## config.mk

```make
export PLATFORM = sky130hd
export DESIGN_NAME = reco_job_ctrl
export DESIGN_NICKNAME = d
export VERILOG_FILES = /design/src/rtl/reco_job_ctrl.sv
export SDC_FILE = /design/constraint.sdc
export NUM_CORES = 1
export LEC_CHECK = 0
export BUFFER_PORTS_ARGS = -buffer_cell sky130_fd_sc_hd__buf_2
export CORE_UTILIZATION = 49
export CTS_BUF_LIST = sky130_fd_sc_hd__clkbuf_16
export DETAILED_ROUTE_END_ITERATION = 8
export PLACE_DENSITY = 0.69
export SKIP_LAST_GASP = 1
export SLEW_MARGIN = 20
export SYNTH_ARGS = -nofsm -noshare
export SYNTH_HDL_FRONTEND = slang
export SYNTH_SLANG_ARGS = --single-unit
```

## constraint.sdc

```tcl
create_clock -name clk -period 2.5 [get_ports clk]
set_input_delay 0.125 -clock clk [delete_from_list [all_inputs] [get_ports clk]]
set_output_delay 0.125 -clock clk [all_outputs]
set_load 0.01 [all_outputs]
```

## src/rtl/reco_job_ctrl.sv

```systemverilog
// reco_job_ctrl
//   Runs one recorrelation job through an external 2-state recorrelator. That
//   recorrelator has no enable input, so any cycle without an accepted pair
//   feeds it (0,0). A (0,0) pair leaves its state unchanged and produces a
//   (0,0) output, so input stalls have no effect on the job result.
//   Per job: clear the recorrelator, stream len pairs, drain its output
//   register, then publish the ones-counts and the unpaired residue.
// Ports
//   clk, rst_n            clock; asynchronous active-low reset
//   start, len            job request and length (sampled only in IDLE)
//   abort                 synchronous cancel in CLEAR/RUN/DRAIN, no done pulse
//   in_valid, in_ready    pair handshake; x_in/y_in are the source bits
//   reco_rst_n            registered active-low reset to the recorrelator
//   reco_x, reco_y        bits fed to the recorrelator (0 unless accepting)
//   reco_xo, reco_yo      registered recorrelator outputs
//   busy, done            state != IDLE; 1-cycle results-valid pulse
//   in_cnt_*, out_cnt_*   ones counted at the input / output of the job
//   resid_x, resid_y      a bit was lost unpaired on that channel
module reco_job_ctrl #(
    parameter int LEN_W = 10
) (
    input  logic             clk,
    input  logic             rst_n,
    input  logic             start,
    input  logic             abort,
    input  logic [LEN_W-1:0] len,
    input  logic             in_valid,
    output logic             in_ready,
    input  logic             x_in,
    input  logic             y_in,
    output logic             reco_rst_n,
    output logic             reco_x,
    output logic             reco_y,
    input  logic             reco_xo,
    input  logic             reco_yo,
    output logic             busy,
    output logic             done,
    output logic [LEN_W-1:0] in_cnt_x,
    output logic [LEN_W-1:0] in_cnt_y,
    output logic [LEN_W-1:0] out_cnt_x,
    output logic [LEN_W-1:0] out_cnt_y,
    output logic             resid_x,
    output logic             resid_y
);

    typedef enum logic [2:0] {
        IDLE  = 3'd0,
        CLEAR = 3'd1,
        RUN   = 3'd2,
        DRAIN = 3'd3,
        DONE  = 3'd4
    } state_e;

    state_e           state_q, state_d;
    logic [LEN_W-1:0] rem_q, rem_d;
    logic             acc_q, acc_d;
    logic             reco_rst_n_q, reco_rst_n_d;
    // working counters for the job in flight
    logic [LEN_W-1:0] w_in_x_q, w_in_x_d, w_in_y_q, w_in_y_d;
    logic [LEN_W-1:0] w_out_x_q, w_out_x_d, w_out_y_q, w_out_y_d;
    // published results, held until the next done
    logic [LEN_W-1:0] r_in_x_q, r_in_x_d, r_in_y_q, r_in_y_d;
    logic [LEN_W-1:0] r_out_x_q, r_out_x_d, r_out_y_q, r_out_y_d;
    logic             resid_x_q, resid_x_d, resid_y_q, resid_y_d;
    logic             accept;

    assign in_ready = (state_q == RUN);
    assign accept   = in_valid & in_ready;
    assign reco_x   = accept & x_in;
    assign reco_y   = accept & y_in;

    always_comb begin
        state_d   = state_q;
        rem_d     = rem_q;
        w_in_x_d  = w_in_x_q;
        w_in_y_d  = w_in_y_q;
        w_out_x_d = w_out_x_q;
        w_out_y_d = w_out_y_q;
        r_in_x_d  = r_in_x_q;
        r_in_y_d  = r_in_y_q;
        r_out_x_d = r_out_x_q;
        r_out_y_d = r_out_y_q;
        resid_x_d = resid_x_q;
        resid_y_d = resid_y_q;

        if (accept & x_in) w_in_x_d = w_in_x_q + LEN_W'(1);
        if (accept & y_in) w_in_y_d = w_in_y_q + LEN_W'(1);
        // acc_q marks the cycle where the recorrelator output reflects an accepted pair
        if (acc_q & reco_xo) w_out_x_d = w_out_x_q + LEN_W'(1);
        if (acc_q & reco_yo) w_out_y_d = w_out_y_q + LEN_W'(1);

        unique case (state_q)
            IDLE: begin
                if (start) begin
                    if (len == '0) begin
                        state_d   = DONE;
                        w_in_x_d  = '0;
                        w_in_y_d  = '0;
                        w_out_x_d = '0;
                        w_out_y_d = '0;
                    end else begin
                        state_d = CLEAR;
                        rem_d   = len;
                    end
                end
            end
            CLEAR: begin
                state_d   = RUN;
                w_in_x_d  = '0;
                w_in_y_d  = '0;
                w_out_x_d = '0;
                w_out_y_d = '0;
            end
            RUN: begin
                if (accept) begin
                    rem_d = rem_q - LEN_W'(1);
                    if (rem_q == LEN_W'(1)) state_d = DRAIN;
                end
            end
            DRAIN:   state_d = DONE;
            DONE:    state_d = IDLE;
            default: state_d = IDLE;
        endcase

        // abort outranks every transition, including the last accept
        if (abort && (state_q == CLEAR || state_q == RUN || state_q == DRAIN))
            state_d = IDLE;

        // results load on entry to DONE so they are already valid while done=1
        if (state_d == DONE) begin
            r_in_x_d  = w_in_x_d;
            r_in_y_d  = w_in_y_d;
            r_out_x_d = w_out_x_d;
            r_out_y_d = w_out_y_d;
            resid_x_d = (w_in_x_d != w_out_x_d);
            resid_y_d = (w_in_y_d != w_out_y_d);
        end
    end

    assign acc_d        = accept & ~abort;
    assign reco_rst_n_d = (state_d != CLEAR);

    always_ff @(posedge clk or negedge rst_n) begin
        if (!rst_n) begin
            state_q      <= IDLE;
            rem_q        <= '0;
            acc_q        <= 1'b0;
            reco_rst_n_q <= 1'b0;
            w_in_x_q     <= '0;
            w_in_y_q     <= '0;
            w_out_x_q    <= '0;
            w_out_y_q    <= '0;
            r_in_x_q     <= '0;
            r_in_y_q     <= '0;
            r_out_x_q    <= '0;
            r_out_y_q    <= '0;
            resid_x_q    <= 1'b0;
            resid_y_q    <= 1'b0;
        end else begin
            state_q      <= state_d;
            rem_q        <= rem_d;
            acc_q        <= acc_d;
            reco_rst_n_q <= reco_rst_n_d;
            w_in_x_q     <= w_in_x_d;
            w_in_y_q     <= w_in_y_d;
            w_out_x_q    <= w_out_x_d;
            w_out_y_q    <= w_out_y_d;
            r_in_x_q     <= r_in_x_d;
            r_in_y_q     <= r_in_y_d;
            r_out_x_q    <= r_out_x_d;
            r_out_y_q    <= r_out_y_d;
            resid_x_q    <= resid_x_d;
            resid_y_q    <= resid_y_d;
        end
    end

    assign reco_rst_n = reco_rst_n_q;
    assign busy       = (state_q != IDLE);
    assign done       = (state_q == DONE);
    assign in_cnt_x   = r_in_x_q;
    assign in_cnt_y   = r_in_y_q;
    assign out_cnt_x  = r_out_x_q;
    assign out_cnt_y  = r_out_y_q;
    assign resid_x    = resid_x_q;
    assign resid_y    = resid_y_q;

endmodule

```

==> flow_summary.toml <==
[status]
outcome = "finished, final reports clean"

[layout]
drive_gt1_share_pct = 26.0
num_antenna_cells = 0
area_delta_synth_final_pct = 18.0
final_nets = 596
stdcell_count = 709
fill_cells = 850
utilization_pct = 60.1

[route]
totalWireLength_um = 11600
wl_per_cell_um = 16.3
drc = 0
vias = 4029
first_iter_violations = 277
drt_first_pass_iters = 4
vias_per_cell = 5.68
ant_nets = 0

[synth]
postSynthAreaPerCell_um2 = 10.3
synth.distinct_cells = 54
ys.flop_type = "dfrtp_1"
ys_seq_area_share_pct = 48.4
synth.most_common_cell = "dfrtp_1"
synth_top_area_share_pct = 48.4
synthCells = 489
yosys_warnings = 0
synth_commonest_cells = "dfrtp_1, nand2_1, nor2_1"
synth_area_leaders = "dfrtp_1, mux2_2, nand2_1"
post-synth-top-area-cell = "dfrtp_1"
syn_area_um2 = 5020
syn_nets = 514
synth_edf_count = 0
synth-seq-cells = 97
async_reset_ff_share_pct = 100

[global_routing]
antenna_found_initial = 0
grt_use_total_pct = 23.4
grt_max_degree = 45
overflow = 0
grt_pass1_wl_um = 18900
grt_pass1_vias = 3805

[worst_setup_path]
start_kind = "flip-flop"
reg2regPathDepth = 6
slowest_stage = "or4_4"
cpPeakStageDelay_ns = 0.55
reg2reg_setup_slack_ns = 0.07
path_cells = "nand4bb_4 -> or4_4 -> o211ai_2 -> or4b_1 -> nor4_1 -> a221oi_1"
worstSetupEndpointType = "flip-flop"
worst_ep_arrival_time_ns = 2.64
rr_endpoint = "resid_y$_DFFE_PN0N_"
worstSetupPathType = "reg2reg"
critPathMaxFanout = 7
cp.required_ns = 2.71
rr_startpoint = "state_q[0]$_DFF_PN0_"

[power_and_ir_drop]
p_per_area_nw_per_um2 = 770
power.leakage_uw = 0.00279
ir_drop_uv = 314

[clock_network]
root_buffer = "clkbuf_16"
clk_path_buf_depth = 2
cts-buffers-inserted = 9
cts-htree-levels = 3
clk_pin_slew_ns = 0.06
cts.sinks = 97
clk_latency_ns = 0.35
cts_tree = "built"

[timing]
hold_viol = 0
fin_crit_sh_pct = 97.4
period_needed_ns = 2.43
fin_worst_skew_ns = 0.00577
tns_ns = 0
setup_viol = 0
fmax_mhz = 411
slew_viol_final = 0
tightestPinTransition_ns = 0.675
max_slew_margin_pct = 54.6
finalWorstSetupSlack_ns = 0.0654

[floorplanning]
die-area_um2 = 10700
rows = 36
top_level_ports = 67
core_um2 = 9860
die_h_um = 103
initial_utilization_pct = 50.9
die_w_um = 103

[placed_design]
dpl.cell_count = 689
dp_slack_ns = 0.100
dp_hpwl_um = 8380
portBuffers = 66
gp_congestion = 0.888

[min_path]
hold_path.class = "in2reg"
worstHoldPathCells = 2
holdPathEnd = "state_q[1]$_DFF_PN0_"
hp-start = "abort"

[job]
drv_cap = 0
==> logic make-up after synthesis <==
kind of cell	Yosys count	share of synthesized area, %
AOI/OAI and AO/OA	90	12.1
DFF	97	48.4
xor gates and xnor gates	33	6.85
muxes	33	7.40
adders and majority gates	6	1.50
buffers and inverters	34	3.36
and+or+nand+nor	196	20.4
==> sequential cells by signal, summed over array words and instances (netlist names) <==
name and flops:
w_in_y_q 10, rem_q 10, out_cnt_x 10, resid_x 1, w_in_x_q 10, in_cnt_x 10, w_out_x_q 10, reco_rst_n 1
in_cnt_y 10, acc_q 1, out_cnt_y 10, state_q 3, resid_y 1, w_out_y_q 10
==> layout make-up <==
type	count	area, um2	share of cell area (%)
multi-input combinational	359	2450	41.4
timing repair buffer	90	553	9.33
clock inverter	7	47.5	0.803
clock buffer	9	225	3.80
tap	133	166	2.81
sequential	97	2430	41.0
inverter	14	52.6	0.887
==> power by group <==
part,internal [uW],leakage [uW],switching (uW),total [uW]
clock network,672,0.000133,591,1260
registers,1750,0.00132,172,1920
logic,581,0.00134,796,1380
total,3000,0.00279,1560,4560
==> cell usage in the layout (no fill, tap or decap), types with 4 or more instances in the layout <==
cell type and n:
a21oi_1 17, and2_1 5, and3_1 4, buf_2 65, buf_4 21, clkbuf_16 9, dfrtp_1 96, ha_1 6
inv_1 14, mux2_2 33, nand2_1 52, nand3_1 21, nand4_1 10, nor2_1 41, nor3_1 12, nor3b_1 6
nor4_1 16, o211ai_1 7, o21a_1 9, o21ai_0 22, o31a_1 5, o31ai_1 7, or3_1 8, xnor2_1 21
xnor3_1 4, xor2_1 8
==> stage by stage <==
step,power [uW],area [um2],hold slack (ns)
5_1_grt,4840,5920,0.0180
6_report,4560,5920,0.00906
3_5_place_dp,3290,5600,0.164
2_1_floorplan,2840,5020,-0.171
3_3_place_gp,3250,5600,0.164
4_1_cts,4560,5890,0.00196
==> what timing repair did <==
item	CTS	global route
buffers inserted	0	2
gates resized for setup	0	3
endpoints found under the hold margin	42	0
hold buffers	1	0
endpoints found under the setup margin	0	2
==> worst max-delay path by stage <==
stage	startpoint	endpoint	slack [ns]	depth (start not counted)
finish	state_q[0]$_DFF_PN0_	resid_y$_DFFE_PN0N_	0.07	6
global placement	state_q[2]$_DFF_PN0_	resid_y$_DFFE_PN0N_	0.12	6
CTS	state_q[2]$_DFF_PN0_	resid_y$_DFFE_PN0N_	0.09	6
detailed placement	state_q[2]$_DFF_PN0_	resid_y$_DFFE_PN0N_	0.10	6
global route	acc_q$_DFF_PN0_	resid_y$_DFFE_PN0N_	-0.03	6
floorplan	state_q[0]$_DFF_PN0_	resid_y$_DFFE_PN0N_	0.24	8
==> routing by layer <==
| metal | track usage, % | up-vias | routed length [um] |
|---|---|---|---|
| met3 | 4.30 | 19 | 630 |
| met2 | 34.8 | 133 | 5020 |
| met1 | 33.8 | 1932 | 5680 |
| met5 | 0 | - | 0 |
| met4 | 9.86 | 0 | 223 |
| li1 | - | 1945 | - |
==> worst max-delay path: cells and delay by family, from the launching register on <==
| kind | cells | cell delay, ns |
|---|---|---|
| flops | 1 | 0.41 |
| compound gates | 2 | 0.20 |
| simple gates | 4 | 1.69 |
Note: power is estimated with default switching activity, not from simulation.
